<file path="config.mk">
export PLATFORM = sky130hd
export DESIGN_NAME = wb_merge
export DESIGN_NICKNAME = d
export VERILOG_FILES = /design/src/rtl/wb_merge_pkg.sv /design/src/rtl/wb_fifo.sv /design/src/rtl/wb_merge.sv
export SDC_FILE = /design/constraint.sdc
export NUM_CORES = 1
export LEC_CHECK = 0
export ABC_AREA = 1
export CAP_MARGIN = 20
export CORE_ASPECT_RATIO = 0.9
export CORE_MARGIN = 8
export CORE_UTILIZATION = 57
export DETAILED_ROUTE_END_ITERATION = 12
export PLACE_DENSITY_LB_ADDON = 0.05
export SLEW_MARGIN = 20
export SYNTH_ARGS = -nofsm -noshare
export SYNTH_HDL_FRONTEND = slang
export SYNTH_SLANG_ARGS = --single-unit
</file>
<file path="constraint.sdc">
create_clock -name clk -period 5.2 [get_ports clk]
set_input_delay 0.78 -clock clk [delete_from_list [all_inputs] [get_ports clk]]
set_output_delay 0.78 -clock clk [all_outputs]
set_load 0.01 [all_outputs]
</file>
<file path="src/rtl/wb_merge_pkg.sv">
// Shared constants for the register-file write-port merge logic.
package wb_merge_pkg;

    localparam int REG_AW = 5;
    localparam int DATA_W = 32;
    localparam logic [REG_AW-1:0] REG_ZERO = '0;

endpackage

</file>
<file path="src/rtl/wb_fifo.sv">
// Small circular buffer holding auxiliary register writes until the write port is free.
// Each slot carries a valid bit and its destination register so the parent can
// check whether a read address still has an unwritten result in flight.
module wb_fifo
    import wb_merge_pkg::*;
#(
    parameter int DEPTH = 4,
    parameter int AW    = 2,
    parameter int DW    = DATA_W
) (
    input  logic                          clk,
    input  logic                          rst,
    input  logic                          push,
    input  logic                          pop,
    input  logic [REG_AW-1:0]             push_rw,
    input  logic [DW-1:0]                 push_data,
    output logic [REG_AW-1:0]             head_rw,
    output logic [DW-1:0]                 head_data,
    output logic [AW:0]                   count,
    output logic [DEPTH-1:0]              entry_valid,
    output logic [DEPTH-1:0][REG_AW-1:0]  entry_rw
);

    localparam logic [AW:0] FULL_CNT = (AW+1)'(DEPTH);

    logic [AW-1:0] head;
    logic [AW-1:0] tail;
    logic [DW-1:0] data_mem [DEPTH];
    logic          do_push;
    logic          do_pop;

    // A full buffer never accepts, an empty one never releases.
    assign do_push = push && (count != FULL_CNT);
    assign do_pop  = pop && (count != '0);

    assign head_rw   = entry_rw[head];
    assign head_data = data_mem[head];

    // Pointers, occupancy and per-slot valid bits; pointers wrap naturally at DEPTH.
    always_ff @(posedge clk) begin
        if (rst) begin
            head        <= '0;
            tail        <= '0;
            count       <= '0;
            entry_valid <= '0;
        end else begin
            if (do_push) begin
                entry_valid[tail] <= 1'b1;
                tail              <= tail + 1'b1;
            end
            if (do_pop) begin
                entry_valid[head] <= 1'b0;
                head              <= head + 1'b1;
            end
            case ({do_push, do_pop})
                2'b10:   count <= count + 1'b1;
                2'b01:   count <= count - 1'b1;
                default: count <= count;
            endcase
        end
    end

    // Payload storage needs no reset; stale slots are masked by entry_valid.
    always_ff @(posedge clk) begin
        if (do_push) begin
            entry_rw[tail] <= push_rw;
            data_mem[tail] <= push_data;
        end
    end

endmodule

</file>
<file path="src/rtl/wb_merge.sv">
// Register-file write-port driver: the single-cycle datapath writeback always wins,
// long-latency auxiliary results wait in a small buffer and drain on idle cycles.
// Pending flags expose buffered destinations so control can stall dependent reads.
module wb_merge
    import wb_merge_pkg::*;
#(
    parameter int DEPTH = 4,
    parameter int AW    = 2,
    parameter int DW    = DATA_W
) (
    input  logic              clk,
    input  logic              rst,
    input  logic              main_wr,
    input  logic [REG_AW-1:0] main_rw,
    input  logic [DW-1:0]     main_busw,
    input  logic              aux_valid,
    output logic              aux_ready,
    input  logic [REG_AW-1:0] aux_rw,
    input  logic [DW-1:0]     aux_busw,
    output logic              regwr,
    output logic [REG_AW-1:0] rw,
    output logic [DW-1:0]     busw,
    input  logic [REG_AW-1:0] ra,
    input  logic [REG_AW-1:0] rb,
    output logic              pend_a,
    output logic              pend_b,
    output logic [AW:0]       count
);

    localparam logic [AW:0] FULL_CNT = (AW+1)'(DEPTH);

    logic                         push;
    logic                         pop;
    logic                         fifo_nonempty;
    logic [REG_AW-1:0]            head_rw;
    logic [DW-1:0]                head_data;
    logic [DEPTH-1:0]             entry_valid;
    logic [DEPTH-1:0][REG_AW-1:0] entry_rw;

    assign fifo_nonempty = (count != '0);
    assign aux_ready     = !rst && (count != FULL_CNT);

    // Writes to register 0 finish the handshake but are dropped instead of buffered.
    assign push = aux_valid && aux_ready && (aux_rw != REG_ZERO);
    assign pop  = !rst && !main_wr && fifo_nonempty;

    wb_fifo #(
        .DEPTH (DEPTH),
        .AW    (AW),
        .DW    (DW)
    ) u_fifo (
        .clk         (clk),
        .rst         (rst),
        .push        (push),
        .pop         (pop),
        .push_rw     (aux_rw),
        .push_data   (aux_busw),
        .head_rw     (head_rw),
        .head_data   (head_data),
        .count       (count),
        .entry_valid (entry_valid),
        .entry_rw    (entry_rw)
    );

    // Write-port arbitration: primary first, then buffer head, otherwise idle at zero.
    always_comb begin
        regwr = 1'b0;
        rw    = REG_ZERO;
        busw  = '0;
        if (!rst) begin
            if (main_wr) begin
                regwr = 1'b1;
                rw    = main_rw;
                busw  = main_busw;
            end else if (fifo_nonempty) begin
                regwr = 1'b1;
                rw    = head_rw;
                busw  = head_data;
            end
        end
    end

    // Pending compare over stored entries only; the head popping this cycle still counts.
    always_comb begin
        pend_a = 1'b0;
        pend_b = 1'b0;
        for (int i = 0; i < DEPTH; i++) begin
            if (entry_valid[i] && (entry_rw[i] == ra)) pend_a = 1'b1;
            if (entry_valid[i] && (entry_rw[i] == rb)) pend_b = 1'b1;
        end
        if (rst || (ra == REG_ZERO)) pend_a = 1'b0;
        if (rst || (rb == REG_ZERO)) pend_b = 1'b0;
    end

endmodule

</file>
==> run summary <==
Number of max-cap violations: 0
P&R area growth vs syn: 24.47%
Max Freq: 270.1 MHz
Static power due to leakage: 3.682 nW
Cell with the biggest individual delay on the critical path: nand2_2
Clock-pin transition on the worst setup and hold timing paths: 60 ps
Post-layout net count: 1004
Hold violation count in the final report: 0
Setup crit end kind: output pin
Type of the setup path with the least slack: in2out
Cell area after layout: 9478 um^2
Pwr Density: 331.0 nW/um^2
Starting density of the core: 0.5763
Result of the run: finished, final reports clean
Final ANT Viol Nets: 0
Post-synth design cell area: 7615 um^2
Worst max-slew margin expressed relative to the limit: 0.3496
Number of synthesis warnings: 0
Clock latency of the later-clocked register in the worst-skew pair: 420 ps
Fraction of layout instances using a drive strength above 1: 0.07399
I/O pin cnt: 132
Die height: 125.7 um
Gp weighted congestion: 0.8986
Total gr overflow: 0
Quantity of gates resized following cts: 0
Library cell occupying the most area in the post-synthesis netlist: edfxtp_1
Top cells by area, synth: edfxtp_1 58%, nand2_1 14%, a21oi_1 5.4%
Antenna diodes: 0
Via count of the first global-routing pass: 5849
Number of buffers and inverters on the critical path: 3
Count of final max-slew check failures: 0
Initial DRC count: 448
Number of synthesized register bits: 161
Number of non-filler instances in the completed layout: 1087
Final setup violation count: 0
Number of distinct library cell variants in the gate-level netlist after synthesis: 30
CP startpoint kind: input pin
Prevailing post-synth register cell: edfxtp_1
Antenna violations before repair: 0
Maximum VDD drop: 287.5 uV
Post-synthesis area per instance: 9.700 um^2
Cell row count: 40
Pin count of the biggest net entering global routing: 65
Post-synth EDFFs: 148
Die ar.: 17320 um^2
Instance count of the mapped netlist: 785
X dimension of the die: 137.8 um
Final critical delay including setup and external delays: 3702 ps
Sequential cell area fraction in the yosys report: 0.6178
Hold-fix buffers at CTS: 0
Clock tree from TritonCTS: done
CTS sink count: 161
Share of the synthesized area in the top cell type: 0.5836
Critical Path, Cell by Cell: clkdlybuf4s50_1, clkinv_1, nand2_2, o21ai_0, clkdlybuf4s50_1
Top cell family by delay on the critical path: buffers and inverters
Detailed Route WL: 19040 um
Post-synthesis async set-or-reset flop share: 0
Fin Clk Skew: 9.016 ps
Initial DRT Pass Iterations: 5
Total half-perimeter wirelength after legalization and detailed placement: 12690 um
Maximum level of the CTS H-tree: 4
Instance area after placement: 8921 um^2
Overall global routing resource usage: 0.2194
Drc violations: 0
Setup TNS: 0 ps
Crit-path max FO: 38
Share of the core filled with cells in the final layout: 0.7173
Highest cell delay on the worst timing path: 700 ps
Number of CTS-inserted buffers: 17
Area of the placeable core: 13210 um^2
Crit share post-route: 0.7120
Placed insts: 1055
Worst Tran Pin Value: 974.2 ps
Routed via count: 5986
Worst path arrival time: 2920 ps
Buffers from clock root to sink, at most: 2
RSZ-0062 raised after global routing: false
Via-to-Cell Ratio: 5.507
Buffers inserted by post-CTS timing repair: 0
Master cell of the clock root buffer: clkbuf_16
Syn nets: 883
Post-DR wirelength/cell: 17.52 um
Endpoint required time on the critical path: 4420 ps
Most used cell, CP: clkdlybuf4s50_1
First-pass GRT wire length: 29420 um
Worst hold path class: reg2reg
Port Buffers: 131
-- kinds of logic (layout without fill, tap and decap cells) --
logic type,count (synthesis),in the layout,synth area share
AOI/OAI and AO/OA,143,143,0.1038
adders and majority gates,10,10,0.01742
buffers and inverters,81,215,0.05652
DFF,161,161,0.6178
and+or+nand+nor,390,390,0.2044
-- routing by layer --
metal	global-route usage	wire [um]	share of wire
met1	0.2693	7947	0.42
met2	0.3614	9524	0.50
met3	0.06081	1305	0.069
met5	0	0	0
met4	0.08023	263	0.014
-- cell type report --
class,instances,area (um^2)
tap,168,210.2
timing repair buffer,137,1351
clock inverter,13,122.6
inverter,46,173.9
sequential,161,4707
multi-input combinational,543,2480
clock buffer,19,432.9
fill,907,3735
-- worst min-delay path: cells and delay by family (launching register included) --
kind | cells | cell delay, ps
buffers and inverters | 1 | 60
AO/OA/AOI/OAI | 1 | 60
flip-flops | 1 | 330
-- synthesized netlist by cell type (5+ instances only) --
| cell | n |
|---|---|
| a21oi_1 | 82 |
| buf_2 | 17 |
| clkbuf_1 | 5 |
| dfxtp_1 | 13 |
| edfxtp_1 | 148 |
| ha_1 | 9 |
| inv_1 | 42 |
| nand2_1 | 287 |
| nand3_1 | 45 |
| nor2_1 | 49 |
| o21ai_0 | 41 |
| o21ai_2 | 19 |
-- through the flow --
stage | hold WS, ps | setup slack [ps] | total power [W]
2_1_floorplan | 438.4 | 2814 | 0.001799
3_3_place_gp | 463.6 | 1518 | 0.001991
3_5_place_dp | 471.1 | 1449 | 0.002011
4_1_cts | 483.0 | 1455 | 0.003155
5_1_grt | 518.4 | 1294 | 0.003259
6_report | 493.7 | 1498 | 0.003138
-- flip-flops by register name, indices dropped and copies added (netlist names), named ones only --
register,count
u_fifo.count,3
u_fifo.entry_rw,20
u_fifo.data_mem,128
u_fifo.tail,2
u_fifo.head,2
u_fifo.entry_valid,4
-- power breakdown --
part / leakage, nW / total, W / internal [W] / switching, W
sequential: 1.45 / 0.00149 / 0.00146 / 0.0000370
clock: 0.268 / 0.00115 / 0.000628 / 0.000525
combinational: 1.96 / 0.000492 / 0.000203 / 0.000288
-- worst paths after layout --
kind                                         endpoint                  start  cells past startpoint  slack, ps
worst max-delay path                          busw[5]                    rst                      5       1500
worst max register to register        u_fifo.count[2]        u_fifo.count[0]                     10       2330
worst min register to register  u_fifo.entry_valid[1]  u_fifo.entry_valid[1]                      2        490
worst min-delay path            u_fifo.entry_valid[1]  u_fifo.entry_valid[1]                      2        490
-- placed cells by master, fill, tap and decap left out, drive strengths merged --
cell type and n:
clkinv 11, clkdlybuf4s50 130, clkbuf 19, o21ai 60
nand4 2, dfxtp 13, clkinvlp 1, fa 1
buf 7, nor3 2, nand2 288, inv 47
and3 1, ha 9, nand3b 1, nand3 46
edfxtp 148, nor2 50, a21oi 83
Power figures use the tool's default switching activity.
